<file path="src/rtl/light_show_pkg.sv">
// Shared types, widths and pattern helpers for the rotating light show.
package light_show_pkg;

   localparam int unsigned LED_W = 16;
   localparam int unsigned SW_W  = 3;

   typedef enum logic [1:0] {
      IDLE = 2'd0,
      LOAD = 2'd1,
      RUN  = 2'd2,
      HOLD = 2'd3
   } state_t;

   // switch+1 ones packed into the LSBs
   function automatic logic [LED_W-1:0] pattern_from_switch(input logic [SW_W-1:0] sw);
      logic [LED_W-1:0] p;
      p = '0;
      for (int unsigned i = 0; i < LED_W; i++) begin
         p[i] = (i <= 32'(sw));
      end
      return p;
   endfunction

   // dir=0 moves bits toward the MSB, dir=1 toward the LSB
   function automatic logic [LED_W-1:0] rotate_step(input logic [LED_W-1:0] v, input logic d);
      return d ? {v[0], v[LED_W-1:1]} : {v[LED_W-2:0], v[LED_W-1]};
   endfunction

endpackage

</file>
<file path="src/rtl/light_tick_gen.sv">
// Rotation-step timer: counts 0..TICK_DIV-1 while enabled, pulses tick_c on the last count.
module light_tick_gen #(
   parameter int unsigned TICK_DIV = 100000000
) (
   input  logic clk,
   input  logic rst,
   input  logic clr,
   input  logic en,
   output logic tick_c
);

   localparam int unsigned CNT_W = (TICK_DIV > 2) ? $clog2(TICK_DIV) : 1;
   localparam logic [CNT_W-1:0] LAST = CNT_W'(TICK_DIV - 1);

   logic [CNT_W-1:0] cnt;

   always_ff @(posedge clk or negedge rst) begin
      if (!rst) begin
         cnt <= '0;
      end else if (clr) begin
         cnt <= '0;
      end else if (en) begin
         cnt <= (cnt == LAST) ? '0 : cnt + CNT_W'(1);
      end
   end

   assign tick_c = en && (cnt == LAST);

endmodule

</file>
<file path="src/rtl/light_show_ctrl.sv">
// Rotating LED light show with start/pause/resume button and switch-selected lit count.
// Optional button debounce is compiled in with LIGHT_SHOW_DEBOUNCE_EN.
module light_show_ctrl
   import light_show_pkg::*;
#(
   parameter int unsigned TICK_DIV   = 100000000,
   parameter int unsigned DEB_CYCLES = 1000000
) (
   input  logic             clk,
   input  logic             rst,
   input  logic             button,
   input  logic [SW_W-1:0]  switch,
   input  logic             dir,
   output logic [LED_W-1:0] led,
   output logic             busy
);

   if (TICK_DIV < 2 || DEB_CYCLES < 1) begin : g_bad_param
      $error("light_show_ctrl: TICK_DIV must be >= 2 and DEB_CYCLES >= 1");
   end

   state_t          state;
   logic [1:0]      btn_sync;
   logic [1:0]      dir_sync;
   logic [SW_W-1:0] sw_sync1;
   logic [SW_W-1:0] switch_s;
   logic [SW_W-1:0] sw_cur;
   logic            btn_q;
   logic            btn_prev;
   logic            press;
   logic            sw_chg;
   logic            tick_c;

   // Two-flop synchronizers plus the previous-button flop for edge detection
   always_ff @(posedge clk or negedge rst) begin
      if (!rst) begin
         btn_sync <= '0;
         dir_sync <= '0;
         sw_sync1 <= '0;
         switch_s <= '0;
         btn_prev <= 1'b0;
      end else begin
         btn_sync <= {btn_sync[0], button};
         dir_sync <= {dir_sync[0], dir};
         sw_sync1 <= switch;
         switch_s <= sw_sync1;
         btn_prev <= btn_q;
      end
   end

`ifdef LIGHT_SHOW_DEBOUNCE_EN
   localparam int unsigned DEB_W = $clog2(DEB_CYCLES + 1);
   logic [DEB_W-1:0] deb_cnt;

   // Accept a new level only after DEB_CYCLES consecutive differing samples
   always_ff @(posedge clk or negedge rst) begin
      if (!rst) begin
         deb_cnt <= '0;
         btn_q   <= 1'b0;
      end else if (btn_sync[1] == btn_q) begin
         deb_cnt <= '0;
      end else if (deb_cnt == DEB_W'(DEB_CYCLES - 1)) begin
         deb_cnt <= '0;
         btn_q   <= btn_sync[1];
      end else begin
         deb_cnt <= deb_cnt + DEB_W'(1);
      end
   end
`else
   assign btn_q = btn_sync[1];
`endif

   assign press  = btn_q & ~btn_prev;
   assign sw_chg = (switch_s != sw_cur);

   light_tick_gen #(
      .TICK_DIV (TICK_DIV)
   ) u_tick (
      .clk    (clk),
      .rst    (rst),
      .clr    (state == LOAD),
      .en     (state == RUN),
      .tick_c (tick_c)
   );

   // Switch changes reload the pattern and win over a same-cycle press
   always_ff @(posedge clk or negedge rst) begin
      if (!rst) begin
         state  <= IDLE;
         led    <= '0;
         busy   <= 1'b0;
         sw_cur <= '0;
      end else begin
         case (state)
            IDLE: begin
               if (press) begin
                  state  <= LOAD;
                  busy   <= 1'b1;
                  led    <= pattern_from_switch(switch_s);
                  sw_cur <= switch_s;
               end
            end
            LOAD: state <= RUN;
            RUN: begin
               if (sw_chg) begin
                  state  <= LOAD;
                  led    <= pattern_from_switch(switch_s);
                  sw_cur <= switch_s;
               end else begin
                  if (tick_c) led <= rotate_step(led, dir_sync[1]);
                  if (press) state <= HOLD;
               end
            end
            HOLD: begin
               if (sw_chg) begin
                  state  <= LOAD;
                  led    <= pattern_from_switch(switch_s);
                  sw_cur <= switch_s;
               end else if (press) begin
                  state <= RUN;
               end
            end
            default: state <= IDLE;
         endcase
      end
   end

endmodule
</file>
<file path="config.mk">
export PLATFORM = sky130hd
export DESIGN_NAME = light_show_ctrl
export DESIGN_NICKNAME = d
export VERILOG_FILES = /design/src/rtl/light_show_pkg.sv /design/src/rtl/light_tick_gen.sv /design/src/rtl/light_show_ctrl.sv
export SDC_FILE = /design/constraint.sdc
export NUM_CORES = 1
export LEC_CHECK = 0
export BUFFER_PORTS_ARGS = -buffer_cell sky130_fd_sc_hd__buf_2
export CORE_MARGIN = 3
export CORE_UTILIZATION = 35
export CTS_BUF_LIST = sky130_fd_sc_hd__clkbuf_2 sky130_fd_sc_hd__clkbuf_4 sky130_fd_sc_hd__clkbuf_8
export DETAILED_ROUTE_END_ITERATION = 12
export SYNTH_ARGS = -nofsm -noshare
export SYNTH_HDL_FRONTEND = slang
export SYNTH_SLANG_ARGS = --single-unit
</file>
<file path="constraint.sdc">
create_clock -name clk -period 3 [get_ports clk]
set_clock_uncertainty 0.15 [all_clocks]
set_input_delay 0.6 -clock clk [delete_from_list [all_inputs] [get_ports clk]]
set_output_delay 0.6 -clock clk [all_outputs]
set_load 0.02 [all_outputs]
</file>
Yosys cells after proc, flatten, opt, wreduce, memory -nomap -nowiden --
Index checks and enable logic that the tools add are counted. W data, S select, Z words.
Operators by class: add/subtract/negate cells 1, multipliers 0, divide/modulo/power cells 0, $lt $le $gt $ge 7, equal/unequal tests 11, shift operators 0, multiplexer cells 18, bitwise logic cells 2, reduce and logical (&&, ||, !) cells 10
Operator list (count):
- $mux W27 | 3
- $mux W16 | 5
- $pmux W16 S3 | 1
- $add A27 B1 Y27 const B | 1
- $eq A27 B27 Y1 const B | 1
- $le A3 B3 Y1 const A | 4
- $mux W2 | 5
- $ne A3 B3 Y1 const B | 3
- $pmux W2 S4 | 1
- $le A2 B3 Y1 const A | 2
- $mux W3 | 2
- $pmux W3 S2 | 1
- $reduce_and A3 Y1 | 2
- $eq A2 B2 Y1 const B | 2
- $ne A2 B2 Y1 const B | 2
- $reduce_and A4 Y1 | 1
- $reduce_bool A2 Y1 | 2
- $le A1 B3 Y1 const A | 1
- $ne A3 B3 Y1 | 1
- $reduce_bool A3 Y1 | 1
- $eq A2 B1 Y1 const B | 1
- $logic_not A2 Y1 | 1
- $ne A2 B1 Y1 const B | 1
- $reduce_and A2 Y1 | 1
- 4 further kinds | 4
Word-level totals: register bits 60, bits in latches 0, bits in writable memories 0, bits in read-only memories 0, input bits 7, output and inout port bits 17, word-level logic and storage cells 59, memories 0

Logic depth before layout (Yosys ltp) --
Gate-level depths: netlist of run 1.
word-level depth 5, gate-level depth with buffers 8

Cells and area by module --
Synthesis of run 1 repeated with hierarchy kept, for this count alone.
Second synthesis, totals: cells, all modules 280, area total of the unflattened synthesis 3180.6 um2
Modules (own cells, without submodules):
- light_show_ctrl | instances 1, cells an instance 114, area an instance 1606.5 um2, seq. area each 825.8 um2
- light_tick_gen | instances 1, cells an instance 166, area an instance 1574.0 um2, seq. area each 675.6 um2

Worst setup path after synthesis of run 1 --
No wires, ideal clock.
path kind register -> register, from register switch_s[2], to register led[7], library setup time 125 ps, arrival 2148 ps, required time 2725 ps, path slack 578 ps, cell stages (with the launch flop) 8, clock period less this slack 2422 ps, path through dfrtp_1 -> buf_2 -> xor2_1 -> or4b_1 -> clkbuf_1 -> o21ai_2 -> buf_4 -> mux2_2
On the way: cells in the longest elaborated chain, start to end 3
Ends and longest elaborated chain:
- from (decl) | line light_show_ctrl.sv:26 | logic [SW_W-1:0] switch_s;
- from (signal assigned) | line light_show_ctrl.sv:46 | switch_s <= sw_sync1;
- $le A3 B3 Y1 / $ne A3 B3 Y1 (equally long branches) | line light_show_pkg.sv:19, light_show_ctrl.sv:74
- $mux W16 (tied with other cells) | line light_show_ctrl.sv:115 | if (sw_chg) begin
- $pmux W16 S3 / $reduce_and A4 Y1 (equally long branches)
- to (signal assigned) | line light_show_ctrl.sv:99 | led <= pattern_from_switch(switch_s);
- to (signal assigned) | line light_show_ctrl.sv:107 | led <= pattern_from_switch(switch_s);
- to (signal assigned) | line light_show_ctrl.sv:117 | led <= pattern_from_switch(switch_s);
- to (decl) | line light_show_ctrl.sv:14 | output logic [LED_W-1:0] led,
Parallel ways exist; a longest one is shown, timed or not. The select of a mux whose other input is x is not followed. A chain may end at the register's enable or synchronous reset.

Final worst setup path of run 1 --
from register u_tick.cnt[13], to register led[0]
On the way: cells in the longest elaborated chain, start to end 4
Ends and longest elaborated chain:
- from (decl) | line light_tick_gen.sv:15 | logic [CNT_W-1:0] cnt;
- from (signal assigned) | line light_tick_gen.sv:23 | cnt <= (cnt == LAST) ? '0 : cnt + CNT_W'(1);
- $eq A27 B27 Y1 | line light_tick_gen.sv:27 | assign tick_c = en && (cnt == LAST);
- $logic_and A1 B1 Y1 | line light_tick_gen.sv:27
- $ne A3 B3 Y1 (no source line)
- $reduce_and A4 Y1 (no source line)
- to (signal assigned) | line light_show_ctrl.sv:99
- to (signal assigned) | line light_show_ctrl.sv:107
- to (signal assigned) | line light_show_ctrl.sv:110 | if (tick_c) led <= rotate_step(led, dir_sync[1]);
Every way passes these cells.

==> flow_metrics.env, run 1 <==
export IMPL_p_switching_uw=949
export IMPL_leakage_uw=0.00154
export IMPL_p_per_area_mw_per_mm2=760
export IMPL_cts_tree="done"
export IMPL_endpoint="led[0]"
export IMPL_core_sq_mm=0.00830
export IMPL_gr_total_overflow=0
export IMPL_dieArea_sq_mm=0.00981
export IMPL_drive_above_1_share_pct=22.2
export IMPL_crit_path_max_fanout=9
export IMPL_htree_num_levels=3
export IMPL_worstSetupStartpoint="u_tick.cnt[13]"
export IMPL_finalPower_uw=2620
export IMPL_grt_antenna_before_repair=0
export IMPL_cp_data_required_time_ps=3070
export IMPL_intPower_uw=1670
export IMPL_final_hold_viol_count=0
export IMPL_finalSetupViolCount=0
export IMPL_dp_hpwl_mm=4.12
export IMPL_grt_pass1_vias=2167
export IMPL_path_buf_inv=0
export IMPL_synth_seq_cells=60
export IMPL_viasPerCell=5.12
export IMPL_critPathMaxStageDelay_ps=630
export IMPL_rows=33
export IMPL_slew_headroom_pct=44.4
export IMPL_post_route_period_util_pct=81.2
export IMPL_endpoint_kind="register"
export IMPL_r2r_end="led[0]"
export IMPL_seqPwrFrac_pct=40.9
export IMPL_netlist_area_sq_mm=0.00303
export IMPL_pre_cts_slack_ps=568
export IMPL_grt_pass1_wl_mm=10.2
export IMPL_fp_dieW_um=99.1
export IMPL_final_common_cell="dfrtp_1"
export IMPL_initial_core_util_pct=36.5
export IMPL_clockBufferDepth=2
export IMPL_num_vias=2150
export IMPL_period_needed_ps=2440
export IMPL_drt_total_wl_mm=5.91
export IMPL_portBuffers=23
export IMPL_worstPathArrival_ps=2510
export IMPL_crit_slowest_cell="or4_4"
export IMPL_syn2layout_area_growth_pct=13.6
export IMPL_cts_sinks=60
export IMPL_clkLatencyLatePin_ps=330
export IMPL_grt_max_degree=26
export IMPL_p_sw_share_pct=36.2
export IMPL_setup_ws_ps=563
export IMPL_yosysWarnings=0
export IMPL_die_y_um=99.1
export IMPL_fin_cells=420
export IMPL_wl_per_cell_um=14.1
export IMPL_worstSetupPathType="reg -> reg"
export IMPL_rsz0062_at_grt="false"
export IMPL_ff2ff_path_depth=5
export IMPL_vdd_drop_max_mv=0.278
export IMPL_worst_slew_pin_slew_ps=833
export IMPL_io_pins=24
export IMPL_syn_nets=295
export IMPL_worstHoldPathType="in -> async"
export IMPL_ys_types=45
export IMPL_cp_depth=5
export IMPL_drt_iter0_drc=84
export IMPL_fmax_mhz=410
export IMPL_outcome="complete, no violations"
export IMPL_maxSlewViolCount=0
export IMPL_post_cts_buffers=0
export IMPL_cts_buffers=9
export IMPL_syn_inst=283
export IMPL_r2r_start="u_tick.cnt[13]"
export IMPL_cts_root_buf="clkbuf_8"
export IMPL_yosysSeqAreaShare_pct=49.5
export IMPL_final_antenna_net_count=0
export IMPL_ff2ff_setup_slack_ps=560
export IMPL_n_antenna_cell=0
export IMPL_setup_tns_ps=0
export IMPL_combPwrFrac_pct=34.1
export IMPL_drv_cap=0
export IMPL_fin_nets=324
export IMPL_crit_chain="and4_1 > nand2_1 > or4_1 > or4_4 > a2bb2oi_1"
export IMPL_crit_family="simple AND/OR/NAND/NOR gates"
export IMPL_mostFrequentLayoutCells="dfrtp_1 (60), nor2_1 (32), buf_2 (23)"
export IMPL_place_congestion=0.802
export IMPL_holdBufCountCts=0
export IMPL_ctsResizeCount=0
export IMPL_clk_pin_slew_ps=70
export IMPL_grtUsageTotal_pct=12.8
export IMPL_power_frac_clock_pct=25.0
export IMPL_dp_cells=406
export IMPL_dr_pass1_iters=4
export IMPL_cp_start_kind="register"
export IMPL_avgSynthCellArea_sq_um=10.7
export IMPL_drc=0
## worst min path at each step
stage | start | endpoint
after floorplan | rst | btn_prev
after global placement | sw_sync1[0] | switch_s[0]
after detailed placement | sw_sync1[0] | switch_s[0]
after CTS | rst | switch_s[1]
after global routing | rst | sw_sync1[1]
final | rst | state[1]
## Yosys cell counts (all sizes together)
library cell	number	area share (%)
nand3	12	2.0
nor4	5	1.0
buf	5	1.4
a32o	1	0.33
nor3	7	1.2
nor2	32	4.0
and3	3	0.62
nand2b	1	0.21
o2bb2ai	9	4.3
a211oi	3	0.74
a221o	1	0.33
and2	1	0.21
mux2	12	4.5
xnor2	4	1.2
and4	4	1.2
nor2b	2	0.41
a221oi	1	0.29
nand3b	1	0.25
ha	5	2.1
a21oi	8	1.3
nor4bb	1	0.33
o22ai	1	0.21
a2bb2oi	1	0.29
o21ai	12	2.1
o211ai	1	0.25
clkbuf	9	1.1
nor4b	3	0.87
inv	9	1.1
o31ai	1	0.41
nand2	17	2.2
or4b	1	0.33
dfrtp	60	50
nand4	11	2.3
or3	1	0.21
a22o	2	0.58
xor2	18	5.2
or4	2	0.62
a21o	3	0.74
mux2i	13	4.3
## per-layer routing
layer  global-route usage [%]  share of wire [%]  vias up
met5                        0                  0        -
met4                     4.10                1.4        0
met3                     4.18                4.8        9
met2                     20.4                 46       31
met1                     16.5                 48     1037
li1                         -                  -     1073
## layout make-up
cell class                 instances  area [sq um]
tap                              105           131
multi-input combinational        200          1420
sequential                        60          1500
timing repair buffer              32           183
clock buffer                      12           165
inverter                           9          33.8
clock inverter                     2          10.0
fill                             826          4860
## registers in the layout (all words and copies together) (netlist names), 2 cells and up
| register | flops |
|---|---|
| u_tick.cnt | 27 |
| led | 16 |
| sw_cur | 3 |
| sw_sync1 | 3 |
| switch_s | 3 |
| btn_sync | 2 |
| dir_sync | 2 |
| state | 2 |
## through the flow
step | instance area (sq um) | hold WS, ps | util (%)
final | 3440 | 40.8 | 41.5
after global routing | 3440 | 62.1 | 41.5
after CTS | 3440 | 43.7 | 41.5
after detailed placement | 3270 | 186 | 39.4
after global placement | 3270 | 183 | 39.4
after floorplan | 3030 | 154 | -
## cells by family after synthesis
group	after synthesis	synth area share [%]
xor+xnor	22	6.36
flops	60	49.5
buf+inv	23	3.63
simple gates	104	17.8
fa+ha+maj	5	2.06
mux	25	8.75
compound gates	44	11.9
## power by group through the flow
stage | Combinational [uW] | Clock [uW] | Sequential [uW]
2_1_floorplan | 629 | 0 | 1100
3_3_place_gp | 894 | 0 | 1080
3_5_place_dp | 902 | 0 | 1080
4_1_cts | 904 | 673 | 1070
5_1_grt | 994 | 713 | 1090
6_report | 892 | 654 | 1070
No activity file was read; power rests on OpenSTA's default activity.
==> inputs of run 2 (changes only) <==
clock period = 2.1 ns   (was 3 ns; I/O delays follow)
==> flow_metrics.env, run 2 (synthesis gave the netlist of run 1 again) <==
export IMPL_outcome="finished, violations left"
export IMPL_violations="negative setup slack"
export IMPL_die_y_um=99.1
export IMPL_grt_pass1_wl_mm=10.9
export IMPL_cts_tree="done"
export IMPL_crit_slowest_cell="or4_1"
export IMPL_worstSetupPathType="reg -> reg"
export IMPL_p_sw_share_pct=34.1
export IMPL_largestRegisters="u_tick.cnt: 27 flops, led: 16 flops"
export IMPL_power_frac_clock_pct=23.4
export IMPL_dp_hpwl_mm=4.40
export IMPL_crit_path_max_fanout=8
export IMPL_place_congestion=0.875
export IMPL_dieArea_sq_mm=0.00981
export IMPL_fmax_mhz=460
export IMPL_final_antenna_net_count=0
export IMPL_grt_max_degree=61
export IMPL_post_route_period_util_pct=104
export IMPL_grtUsageTotal_pct=13.8
export IMPL_portBuffers=23
export IMPL_cp_start_kind="register"
export IMPL_pre_cts_slack_ps=-113
export IMPL_crit_family="simple AND/OR/NAND/NOR gates"
export IMPL_clk_pin_slew_ps=60
export IMPL_worstSetupStartpoint="u_tick.cnt[9]"
export IMPL_finalSetupViolCount=13
export IMPL_wl_per_cell_um=13.6
export IMPL_top_register="u_tick.cnt"
export IMPL_setup_ws_ps=-73.5
export IMPL_cts_sinks=60
export IMPL_combPwrFrac_pct=43.0
export IMPL_finalPower_uw=4370
export IMPL_clockBufferDepth=2
export IMPL_cp_data_required_time_ps=2210
export IMPL_rows=33
export IMPL_syn2layout_area_growth_pct=31.1
export IMPL_num_vias=2309
export IMPL_endpoint_kind="register"
export IMPL_worst_slew_pin_slew_ps=506
export IMPL_viasPerCell=5.00
export IMPL_cts_buffers=9
export IMPL_drv_cap=0
export IMPL_rsz0062_at_grt="true"
export IMPL_drc=0
export IMPL_vdd_drop_max_mv=0.442
export IMPL_clkLatencyLatePin_ps=330
export IMPL_grt_antenna_before_repair=0
export IMPL_r2r_start="u_tick.cnt[9]"
export IMPL_finish_utilization_pct=47.9
export IMPL_largest_reg_flops=27
export IMPL_slew_headroom_pct=66.2
export IMPL_final_common_cell="dfrtp_1"
export IMPL_n_antenna_cell=0
export IMPL_leakage_uw=0.00183
export IMPL_worstPathArrival_ps=2290
export IMPL_drt_total_wl_mm=6.28
export IMPL_dr_pass1_iters=4
export IMPL_initial_core_util_pct=36.5
export IMPL_dp_cells=445
export IMPL_period_needed_ps=2170
export IMPL_p_per_area_mw_per_mm2=1100
export IMPL_path_buf_inv=1
export IMPL_holdCritStartpoint="dir"
export IMPL_worstHoldPathType="in -> reg"
export IMPL_mostFrequentLayoutCells="dfrtp_1 (60), buf_4 (46), nor2_1 (32)"
export IMPL_p_switching_uw=1490
export IMPL_fin_cells=462
export IMPL_drive_above_1_share_pct=35.6
export IMPL_crit_chain="nor4_2 > nand4_1 > or4_1 > or4_4 > buf_12 > o2bb2ai_2"
export IMPL_grt_pass1_vias=2309
export IMPL_io_pins=24
export IMPL_cts_root_buf="clkbuf_8"
export IMPL_intPower_uw=2880
export IMPL_core_sq_mm=0.00830
export IMPL_gr_total_overflow=0
export IMPL_htree_num_levels=3
export IMPL_fp_dieW_um=99.1
export IMPL_critPathMaxStageDelay_ps=470
export IMPL_maxSlewViolCount=0
export IMPL_drt_iter0_drc=80
export IMPL_fin_nets=366
export IMPL_seqPwrFrac_pct=33.6
export IMPL_final_hold_viol_count=0
==> run 2: per-layer routing <==
metal,GRT usage [%],routed length [um],up-vias
li1,-,-,1151
met3,4.88,275,11
met4,4.52,88,0
met5,0,0,-
met1,17.9,2910,1113
met2,21.5,3010,34
==> run 2: power by group through the flow <==
stage          Sequential [uW]  Clock [uW]  Combinational [uW]
4_1_cts                   1460        1070                1840
5_1_grt                   1490        1110                2080
3_3_place_gp              1480           0                1680
3_5_place_dp              1480           0                1710
2_1_floorplan             1570           0                 953
6_report                  1470        1020                1880
==> run 2: area by class of cell <==
type / count / area (sq um)
timing repair buffer: 74 / 542
clock buffer: 12 / 159
sequential: 60 / 1500
fill: 737 / 4330
inverter: 9 / 33.8
multi-input combinational: 200 / 1570
tap: 105 / 131
clock inverter: 2 / 35.0
==> run 2: worst paths after layout <==
| path | to | slack (ps) | cells past startpoint |
|---|---|---|---|
| max | led[10] | -70 | 6 |
| min | dir_sync[0] | 40 | 1 |
| min reg2reg | switch_s[2] | 200 | 0 |
| min in group asynchronous | sw_sync1[0] | 460 | 3 |
| max in group asynchronous | state[0] | 1050 | 3 |
| max reg2reg | led[10] | -70 | 6 |
==> run 2: repair_timing <==
action | 4_1_cts | 5_1_grt
hold buffers | 1 | 0
buffers inserted | 0 | 2
setup endpoints to repair | 41 | 44
resized for setup | 16 | 7
pin swaps | 2 | 1
hold endpoints to repair | 60 | 0
gates cloned | 0 | 0
==> run 2: per-stage QoR <==
step | area, sq um | TNS (ps) | hold WS [ps]
after detailed placement | 3630 | -2770 | 186
final | 3970 | -667 | 41.7
after global placement | 3630 | -1710 | 184
after floorplan | 3100 | -4130 | -25.6
after CTS | 3910 | -1030 | 22.3
after global routing | 3970 | -4340 | 23.5
==> run 2: worst reg2reg max path: stages (launching register included) <==
cell and delay, ps:
dfrtp_1 390, nor4_2 260, nand4_1 110, or4_1 470
or4_4 460, buf_12 170, o2bb2ai_2 110
==> inputs of run 3 (changes only) <==
CORE_UTILIZATION = 47   (was 35)
PLACE_DENSITY = 0.67   (was unset)
RECOVER_POWER = 50   (was unset)
==> flow_metrics.env, run 3 (synthesis gave the netlist of run 1 again) <==
export IMPL_outcome="finished, violations left"
export IMPL_violations="negative setup slack"
export IMPL_path_buf_inv=1
export IMPL_dpl_cell_area_sq_mm=0.00356
export IMPL_top_register="u_tick.cnt"
export IMPL_drt_total_wl_mm=6.52
export IMPL_core_sq_mm=0.00610
export IMPL_p_per_area_mw_per_mm2=1180
export IMPL_maxSlewViolCount=0
export IMPL_clockBufferDepth=2
export IMPL_htree_num_levels=3
export IMPL_fin_nets=363
export IMPL_crit_family="simple AND/OR/NAND/NOR gates"
export IMPL_worstHoldPathType="in -> reg"
export IMPL_dieArea_sq_mm=0.00745
export IMPL_setup_ws_ps=-161
export IMPL_drc=0
export IMPL_critPathMaxStageDelay_ps=490
export IMPL_grt_antenna_before_repair=0
export IMPL_cpMostUsedCell="or4_4"
export IMPL_clk_pin_slew_ps=80
export IMPL_clkLatencyLatePin_ps=340
export IMPL_dp_cells=411
export IMPL_viasPerCell=5.48
export IMPL_cts_tree="done"
export IMPL_post_route_cell_area_sq_mm=0.00399
export IMPL_grt_max_degree=61
export IMPL_fin_cells=431
export IMPL_initial_core_util_pct=49.7
export IMPL_endpoint_kind="register"
export IMPL_cts_sinks=60
export IMPL_rows=28
export IMPL_portBuffers=23
export IMPL_largestRegisters="u_tick.cnt: 27 flops, led: 16 flops"
export IMPL_crit_slowest_cell="or4_4"
export IMPL_crit_chain="nor4_2 > nand4_1 > or4_4 > or4_4 > buf_12 > o2bb2ai_2"
export IMPL_finish_utilization_pct=65.4
export IMPL_finalSetupViolCount=18
export IMPL_post_route_period_util_pct=108
export IMPL_fmax_mhz=442
export IMPL_grt_pass1_wl_mm=10.9
export IMPL_crit_path_max_fanout=8
export IMPL_leakage_uw=0.00184
export IMPL_cp_data_required_time_ps=2220
export IMPL_slew_headroom_pct=46.1
export IMPL_cp_start_kind="register"
export IMPL_dp_hpwl_mm=4.33
export IMPL_worstSetupPathType="reg -> reg"
export IMPL_n_antenna_cell=0
export IMPL_vdd_drop_max_mv=0.838
export IMPL_largest_reg_flops=27
export IMPL_final_common_cell="dfrtp_1"
export IMPL_drt_iter0_drc=123
export IMPL_drive_above_1_share_pct=35.4
export IMPL_final_antenna_net_count=0
export IMPL_syn2layout_area_growth_pct=31.5
export IMPL_drv_cap=0
export IMPL_post_cts_buffers=0
export IMPL_period_needed_ps=2260
export IMPL_place_congestion=0.792
export IMPL_die_y_um=86.3
export IMPL_final_hold_viol_count=0
export IMPL_fp_dieW_um=86.3
export IMPL_cts_buffers=9
export IMPL_cts_root_buf="clkbuf_8"
export IMPL_worst_slew_pin_slew_ps=809
export IMPL_dr_pass1_iters=4
export IMPL_mostFrequentLayoutCells="dfrtp_1 (60), buf_4 (41), nor2_1 (32)"
export IMPL_rsz0062_at_grt="true"
export IMPL_setup_tns_ps=-1440
export IMPL_grt_pass1_vias=2389
export IMPL_wl_per_cell_um=15.1
export IMPL_worstPathArrival_ps=2390
export IMPL_gr_total_overflow=0
export IMPL_io_pins=24
export IMPL_nFillCells=486
export IMPL_num_vias=2360
export IMPL_grtUsageTotal_pct=18.7
==> run 3: cell count changes in the layout (fill, tap and decap cells not counted), sizes merged <==
cell / previous run / this run
clkinv: 1 / 2
buf: 73 / 67
clkinvlp: 0 / 1
bufinv: 1 / 3
clkbuf: 12 / 13
==> run 3: worst reg2reg max path: stages, from the launching register on <==
cell       delay (ps)
dfrtp_1           390
nor4_2            290
nand4_1           140
or4_4             490
or4_4             450
buf_12            170
o2bb2ai_2         120
==> run 3: metrics by stage <==
stage / power [uW] / setup slack (ps) / hold WS (ps)
after floorplan: 2530 / -236 / -25.6
after global placement: 3110 / -99.6 / 182
after detailed placement: 3150 / -164 / 185
after CTS: 4500 / -99.8 / 11.2
after global routing: 4990 / -237 / 14.8
final: 4710 / -161 / 29.4
==> run 3: layout make-up <==
cell class / instances / area [sq um] / share of cell area [%]
flip-flops and latches: 60 / 1500 / 37.7
clock buffers: 10 / 138 / 3.45
multi-input cells: 200 / 1570 / 39.3
repair buffers: 71 / 542 / 13.6
inverters: 9 / 33.8 / 0.848
well taps: 75 / 93.8 / 2.35
clock inverters: 6 / 111 / 2.79
==> run 3: path summary, 6_finish.rpt <==
| kind | from | end | slack (ps) | depth (start not counted) |
|---|---|---|---|---|
| setup / recovery | u_tick.cnt[9] | led[12] | -160 | 6 |
| hold / removal | switch[1] | sw_sync1[1] | 30 | 1 |
| setup reg to reg | u_tick.cnt[9] | led[12] | -160 | 6 |
| hold reg to reg | btn_sync[0] | btn_sync[1] | 200 | 0 |
| max in group asynchronous | rst | u_tick.cnt[18] | 610 | 3 |
| min in group asynchronous | rst | sw_cur[2] | 660 | 3 |
==> run 3: what timing repair did <==
item,CTS,global route
pin swaps,0,3
hold endpoints to repair,60,0
gates resized for setup,7,14
endpoints found under the setup margin,38,42
gates cloned,0,3
hold buffers,1,0
==> run 3: power by group <==
group / switching (uW) / total (uW) / internal (uW)
clock network: 471 / 1290 / 820
logic: 980 / 1950 / 972
registers: 138 / 1470 / 1330
total: 1590 / 4710 / 3120
==> run 3: per-layer routing <==
| layer | vias up | share of wire (%) | track usage (%) |
|---|---|---|---|
| met5 | - | 0 | 0 |
| met4 | 0 | 1.3 | 6.66 |
| met3 | 8 | 3.9 | 5.51 |
| met2 | 40 | 50 | 31.0 |
| met1 | 1164 | 45 | 23.3 |
| li1 | 1148 | - | - |
